==> src/rtl/seg7_scan.sv <==
// Time-multiplexed common-anode seven-segment driver with frame-synchronous
// value commit, leading-zero blanking, per-digit decimal points and blink.
module seg7_scan #(
  parameter int unsigned DIGITS       = 4,
  parameter int unsigned SCAN_DIV     = 50000,
  parameter int unsigned GHOST        = 2,
  parameter int unsigned BLINK_FRAMES = 64
) (
  input  logic                  clk,
  input  logic                  rst_n,
  input  logic [4*DIGITS-1:0]   value,
  input  logic [DIGITS-1:0]     dp,
  input  logic                  load,
  input  logic                  blank_lz,
  input  logic                  blink_en,
  output logic [6:0]            seg,
  output logic                  seg_dp,
  output logic [DIGITS-1:0]     an,
  output logic                  frame_done
);

  localparam int unsigned VAL_W = 4 * DIGITS;
  localparam int unsigned P_W   = $clog2(SCAN_DIV);
  localparam int unsigned IDX_W = (DIGITS > 1) ? $clog2(DIGITS) : 1;
  localparam int unsigned BLK_W = (BLINK_FRAMES > 1) ? $clog2(BLINK_FRAMES) : 1;

  logic [P_W-1:0]    p_q, p_d;
  logic [IDX_W-1:0]  idx_q, idx_d;
  logic [VAL_W-1:0]  pend_val_q, pend_val_d;
  logic [DIGITS-1:0] pend_dp_q, pend_dp_d;
  logic              pend_q, pend_d;
  logic [VAL_W-1:0]  act_val_q, act_val_d;
  logic [DIGITS-1:0] act_dp_q, act_dp_d;
  logic [BLK_W-1:0]  blk_cnt_q, blk_cnt_d;
  logic              blk_ph_q, blk_ph_d;

  logic [6:0]        seg_q, seg_d;
  logic              seg_dp_q, seg_dp_d;
  logic [DIGITS-1:0] an_q, an_d;
  logic              frame_done_q, frame_done_d;

  logic              p_last;
  logic              idx_last;
  logic              wrap;
  logic [DIGITS-1:0] lz;
  logic              zero_run;
  logic [3:0]        cur_nib;
  logic              cur_dp;
  logic              cur_blank;
  logic              lit;

  // Active-high segment pattern, bit0 = a .. bit6 = g.
  function automatic logic [6:0] glyph_on(input logic [3:0] n);
    logic [6:0] g;
    case (n)
      4'h0: g = 7'h3F;
      4'h1: g = 7'h06;
      4'h2: g = 7'h5B;
      4'h3: g = 7'h4F;
      4'h4: g = 7'h66;
      4'h5: g = 7'h6D;
      4'h6: g = 7'h7D;
      4'h7: g = 7'h07;
      4'h8: g = 7'h7F;
      4'h9: g = 7'h6F;
      4'hA: g = 7'h77;
      4'hB: g = 7'h7C;
      4'hC: g = 7'h39;
      4'hD: g = 7'h5E;
      4'hE: g = 7'h79;
      default: g = 7'h71;
    endcase
    return g;
  endfunction

  // Scan counters.
  always_comb begin
    p_last   = (p_q == P_W'(SCAN_DIV - 1));
    idx_last = (idx_q == IDX_W'(DIGITS - 1));
    wrap     = p_last && idx_last;
    p_d      = p_last ? '0 : p_q + P_W'(1);
    idx_d    = idx_q;
    if (p_last) begin
      idx_d = idx_last ? '0 : idx_q + IDX_W'(1);
    end
  end

  // Pending/active value path; a load in the wrap cycle bypasses pending.
  always_comb begin
    pend_val_d = pend_val_q;
    pend_dp_d  = pend_dp_q;
    pend_d     = pend_q;
    act_val_d  = act_val_q;
    act_dp_d   = act_dp_q;
    if (wrap) begin
      if (load) begin
        act_val_d = value;
        act_dp_d  = dp;
      end else if (pend_q) begin
        act_val_d = pend_val_q;
        act_dp_d  = pend_dp_q;
      end
      pend_d = 1'b0;
    end else if (load) begin
      pend_val_d = value;
      pend_dp_d  = dp;
      pend_d     = 1'b1;
    end
  end

  // Blink phase toggles every BLINK_FRAMES frames.
  always_comb begin
    blk_cnt_d = blk_cnt_q;
    blk_ph_d  = blk_ph_q;
    if (wrap) begin
      if (blk_cnt_q == BLK_W'(BLINK_FRAMES - 1)) begin
        blk_cnt_d = '0;
        blk_ph_d  = ~blk_ph_q;
      end else begin
        blk_cnt_d = blk_cnt_q + BLK_W'(1);
      end
    end
  end

  // Leading-zero mask scanned from the top digit down; digit 0 always shown.
  always_comb begin
    lz       = '0;
    zero_run = blank_lz;
    for (int i = int'(DIGITS) - 1; i >= 0; i--) begin
      zero_run = zero_run && (act_val_q[4*i +: 4] == 4'h0);
      lz[i]    = zero_run && (i != 0);
    end
  end

  always_comb begin
    cur_nib   = 4'h0;
    cur_dp    = 1'b0;
    cur_blank = 1'b0;
    lit       = (p_q >= P_W'(GHOST)) && !(blink_en && blk_ph_q);
    an_d      = '1;
    for (int i = 0; i < int'(DIGITS); i++) begin
      if (idx_q == IDX_W'(i)) begin
        cur_nib   = act_val_q[4*i +: 4];
        cur_dp    = act_dp_q[i];
        cur_blank = lz[i];
        an_d[i]   = ~lit;
      end
    end
    seg_d        = cur_blank ? 7'h7F : ~glyph_on(cur_nib);
    seg_dp_d     = ~(cur_dp && !cur_blank);
    frame_done_d = wrap;
  end

  always_ff @(posedge clk or negedge rst_n) begin
    if (!rst_n) begin
      p_q          <= '0;
      idx_q        <= '0;
      pend_val_q   <= '0;
      pend_dp_q    <= '0;
      pend_q       <= 1'b0;
      act_val_q    <= '0;
      act_dp_q     <= '0;
      blk_cnt_q    <= '0;
      blk_ph_q     <= 1'b0;
      seg_q        <= 7'h7F;
      seg_dp_q     <= 1'b1;
      an_q         <= '1;
      frame_done_q <= 1'b0;
    end else begin
      p_q          <= p_d;
      idx_q        <= idx_d;
      pend_val_q   <= pend_val_d;
      pend_dp_q    <= pend_dp_d;
      pend_q       <= pend_d;
      act_val_q    <= act_val_d;
      act_dp_q     <= act_dp_d;
      blk_cnt_q    <= blk_cnt_d;
      blk_ph_q     <= blk_ph_d;
      seg_q        <= seg_d;
      seg_dp_q     <= seg_dp_d;
      an_q         <= an_d;
      frame_done_q <= frame_done_d;
    end
  end

  assign seg        = seg_q;
  assign seg_dp     = seg_dp_q;
  assign an         = an_q;
  assign frame_done = frame_done_q;

endmodule
==> config.mk <==
export PLATFORM = sky130hd
export DESIGN_NAME = seg7_scan
export DESIGN_NICKNAME = d
export VERILOG_FILES = /design/src/rtl/seg7_scan.sv
export SDC_FILE = /design/constraint.sdc
export NUM_CORES = 1
export LEC_CHECK = 0
export ABC_AREA = 1
export CAP_MARGIN = 20
export CORE_AREA = 3 3 110 112
export CTS_CLUSTER_DIAMETER = 100
export CTS_CLUSTER_SIZE = 25
export DETAILED_ROUTE_END_ITERATION = 6
export DIE_AREA = 0 0 113 115
export DONT_BUFFER_PORTS = 1
export HOLD_SLACK_MARGIN = 0.02
export PLACE_DENSITY_LB_ADDON = 0.08
export SYNTH_ARGS = -nofsm -noshare
export SYNTH_HDL_FRONTEND = slang
export SYNTH_SLANG_ARGS = --single-unit
export TNS_END_PERCENT = 30
==> constraint.sdc <==
create_clock -name clk -period 2.5 [get_ports clk]
set_clock_uncertainty 0.05 [all_clocks]
set_input_delay 0.5 -clock clk [delete_from_list [all_inputs] [get_ports clk]]
set_output_delay 0.5 -clock clk [all_outputs]
set_load 0.005 [all_outputs]
# Word level (Yosys, flattened, before mapping)
# Memories as Yosys holds them, arrays and structs flattened.
# Index checks and enable logic that the tools add are counted.
# totals
ff_bits	79
rom_bits	112
in_bits	25
output_inout_bits	13
memories	1
# mem_list
name	depth	width	read_ports	rd_ports_with_merged_regs	wr	line_no	source
(name not given)	16	7	1	0	0	55	case (n)
# classes
addsub	3
order_cmp	1
eq_ne	5
muxes	25
n_bitwise	5
n_reduce_logical	18
# ops
op	count
2-to-1 mux 16 bit	3
2-to-1 mux 4 bit	6
adder 16 x 1 -> 16 bit (second input constant)	1
== test 16 bit (second input constant)	1
greater-or-equal comparator 16 x 2 -> 1 bit (second input constant)	1
2-to-1 mux 1 bit	13
logical NOT 4 bit	3
logical AND 1 bit	7
2-to-1 mux 7 bit	1
inverter 7 bit	1
adder 6 x 1 -> 6 bit (second input constant)	1
== test 6 bit (second input constant)	1
2-to-1 mux 6 bit	1
AND reduction 2 bit	3
== test 2 bit (second input constant)	2
inverter 1 bit	4
nonzero test 2 bit	2
adder 2 x 1 -> 2 bit (second input constant)	1
== test 2 x 1 -> 1 bit (second input constant)	1
logical NOT 1 bit	2
logical NOT 2 bit	1
2-to-1 mux 2 bit	1

# Depth between registers and ports, before layout
# logic_depth
ltp_word	10
mapped_depth	13
depth_no_buf	13

# Worst setup path before layout
# Ideal clock, no wire load.
# synth_timing
kind	reg-to-reg
startpoint	register idx_q[0]
endpoint	register seg_q[3], in the netlist seg[3]
arrival_time_ns	1.929
required_time_ns	2.365
setup_slack_ns	0.436
path_stages_with_launch	12
period_less_slack_ns	2.064
path_cell_list	dfrtp_1 -> inv_1 -> ha_1 -> clkbuf_1 -> a21oi_1 -> a21oi_1 -> inv_1 -> ha_1 -> inv_1 -> nand2_1 -> nand3_1 -> nand3_1
# synth_via
elab_chain_cells	8
# synth_rtl
item	line_no	source
start: declaration	28	logic [IDX_W-1:0] idx_q, idx_d;
start signal: assignment	171	idx_q <= idx_d;
logical NOT 2 bit	142	if (idx_q == IDX_W'(i)) begin
2-to-1 mux 4 bit (4 in series)	142	
memory (16 x 7 bit)	-	
inverter 7 bit	149	seg_d = cur_blank ? 7'h7F : ~glyph_on(cur_nib);
2-to-1 mux 7 bit *	149	
net seg_d[3]	37	logic [6:0] seg_q, seg_d;
end signal: assignment	179	seg_q <= seg_d;
end: declaration	37	
# The timed path passes the listed nets; every way through them passes the cells marked *.
# A chain may end at the register's enable or synchronous reset.

# Worst setup path after layout
# Ends and elaborated chain as after synthesis.

==> metrics.cfg <==
[outcome]
status = completed

[cts]
cts-root-buf = clkbuf_16
tritoncts = built
postCtsSetupRepairBufs = 0
clk_latency_ns = 0.34
cts_inserted_buffers = 9
cts_hold_buf = 1
cts_resized = 0
clockBufferDepth = 2
path_clk_slew_ns = 0.06
clkSinkCount = 79
cts_max_level = 3

[layout]
antennaDiodeCount = 0
fin_area_mm2 = 0.00472
finalNonFillerCells = 662
area_growth_pct = 9.77
nNetsFinal = 552
fillCellCount = 1117
drive_above_1_share = 0.158

[power]
p_total_mw = 3.01
peakVddDrop_v = 0.000356
leakagePower_nw = 2.35
power_density_mw_per_mm2 = 636

[placed_design]
dp_hpwl_um = 6270
gp_congestion = 0.813
port_buffers = 0
place_inst = 645
placed_area_mm2 = 0.00437

[critical_path]
critPathKind = reg -> reg
cp-start-kind = register
critPathMaxFanout = 9
r2r_setup_slack_ns = 0.44
end_kind = register
cp.arrival_ns = 2.26
reg2reg_to = seg[3]
required_ns = 2.70
r2r-start = idx_q[0]
r2r_cells = 11

[logic_synthesis]
synth_area_per_cell_um2 = 8.37
yosysWarnings = 0
yosysUniqueCellTypes = 41
yosysMostFrequentCell = nand2_1
synth-seq-cells = 79
synth_common_cells = 128 x nand2_1, 69 x inv_1, 67 x dfrtp_1, 35 x nor2_1, 32 x o21ai_0
async_flop_share = 1.00
syn_area_mm2 = 0.00430
syn_inst = 514
synth.yosys.seq_area_share = 0.463
synth_nets = 552
yosysTopAreaCell = dfrtp_1
synth_edf_count = 0
ys.flop_type = dfrtp_1
synth_area_leaders = dfrtp_1 39%, nand2_1 11%, dfstp_2 7.3%, inv_1 6.0%, ha_1 3.8%
synth_top_area_share = 0.390

[floorplanning]
fp.dieArea_mm2 = 0.0130
fp.dieW_um = 113
io_pins = 38
fp.dieH_um = 115
num_rows = 39
core_mm2 = 0.0113
start_util = 0.380

[global_routing]
grt_max_degree = 80
grt_pass1_wl_um = 15200
gr-total-overflow = 0
antenna_found_initial = 0
grt_usage = 0.147
grt_pass1_vias = 3019

[detailed_routing]
dr.pass1.iters = 4
dr_total_vias = 3118
vias_per_cell = 4.71
final_antenna_net_count = 0
dr.first_iter.drc_count = 139
wl_per_cell_um = 13.3
drt_wl_total_um = 8790
drc = 0

[timing]
relSlewSlack = 0.734
drv_slew = 0
hold_viol = 0
fin_setup_tns_ns = 0
setup_viol = 0
fmax_mhz = 486
rsz0062_at_grt = no
fin_crit_sh = 0.822
final.min_clock_period_ns = 2.06
whs_ns = 0.00439
max_slew.worst_pin.slew_ns = 0.399

[hold_path]
hold_class = in -> async

[run]
maxCapViolCount = 0

-- kinds of logic (layout without fill, tap and decap cells) --
group	Yosys count	after routing	synth area share
adders and majority gates	13	13	0.0378
muxes	4	4	0.0105
xor gates and xnor gates	9	9	0.0183
buffers and inverters	88	93	0.0951
AOI/OAI and AO/OA	87	87	0.118
and+or+nand+nor	234	234	0.257
DFF	79	79	0.463
-- area by class of cell --
cell class,count,area (µm²),share of cell area
clock buffers,13,260,0.0551
clock inverters,3,65.1,0.0138
inverters,74,283,0.0599
multi-input cells,347,1900,0.403
flip-flops and latches,79,1990,0.422
well taps,143,179,0.0379
repair buffers,3,42.5,0.00900
-- critical path: stages, from the launching register on --
cell and delay [ns]:
dfrtp_1 0.40, inv_1 0.13, ha_1 0.35, inv_1 0.14
nand3_1 0.12, nand2_1 0.06, nand2_1 0.18, ha_1 0.27
inv_1 0.05, nand2_1 0.06, nand3_1 0.10, nand3_1 0.08
-- placed cells by master (no fill, tap or decap), types with 3 or more instances in the layout --
cell type,instances
dfrtp_1,67
inv_1,69
clkbuf_16,9
dfstp_2,12
nand2_1,128
mux2_2,4
xor2_1,6
nand2_2,14
nor2_4,5
xnor2_1,3
a21oi_1,29
ha_1,13
o21ai_2,15
o21ai_1,4
nor2_1,35
inv_2,4
nor3_1,9
nand3_1,29
o21ai_0,32
-- sequential cells by signal, indices dropped and copies added, names as in the netlist, 2 cells and up --
signal	cells
idx_q	2
p_q	16
pend_dp_q	4
seg	7
act_val_q	16
pend_val_q	16
an	4
blk_cnt_q	6
act_dp_q	4
-- where the power goes --
group          switching, mW  internal [mW]
clock                  0.514          0.928
sequential            0.0294           1.35
combinational          0.118         0.0684
total                  0.662           2.34
-- per-layer routing --
metal | global-route usage | routed length (µm)
met1 | 0.212 | 4620
met2 | 0.202 | 3540
met3 | 0.0363 | 370
met4 | 0.0809 | 261
met5 | 0 | 0
-- per-stage QoR --
stage	setup slack, ns	utilization
after floorplan	0.436	-
after global placement	0.470	0.386
after detailed placement	0.450	0.386
after CTS	0.444	0.417
after global routing	0.216	0.417
final	0.444	0.417
-- worst max-delay path by stage --
stage                        start  endpoint  slack [ns]  depth (start not counted)
after global routing      idx_q[0]    seg[1]        0.22                         12
after CTS                 idx_q[0]    seg[3]        0.44                         11
after floorplan           idx_q[0]    seg[3]        0.44                         11
after detailed placement  idx_q[0]    seg[3]        0.45                         11
final                     idx_q[0]    seg[3]        0.44                         11
after global placement    idx_q[0]    seg[3]        0.47                         11
(Power assumes the default switching activity.)
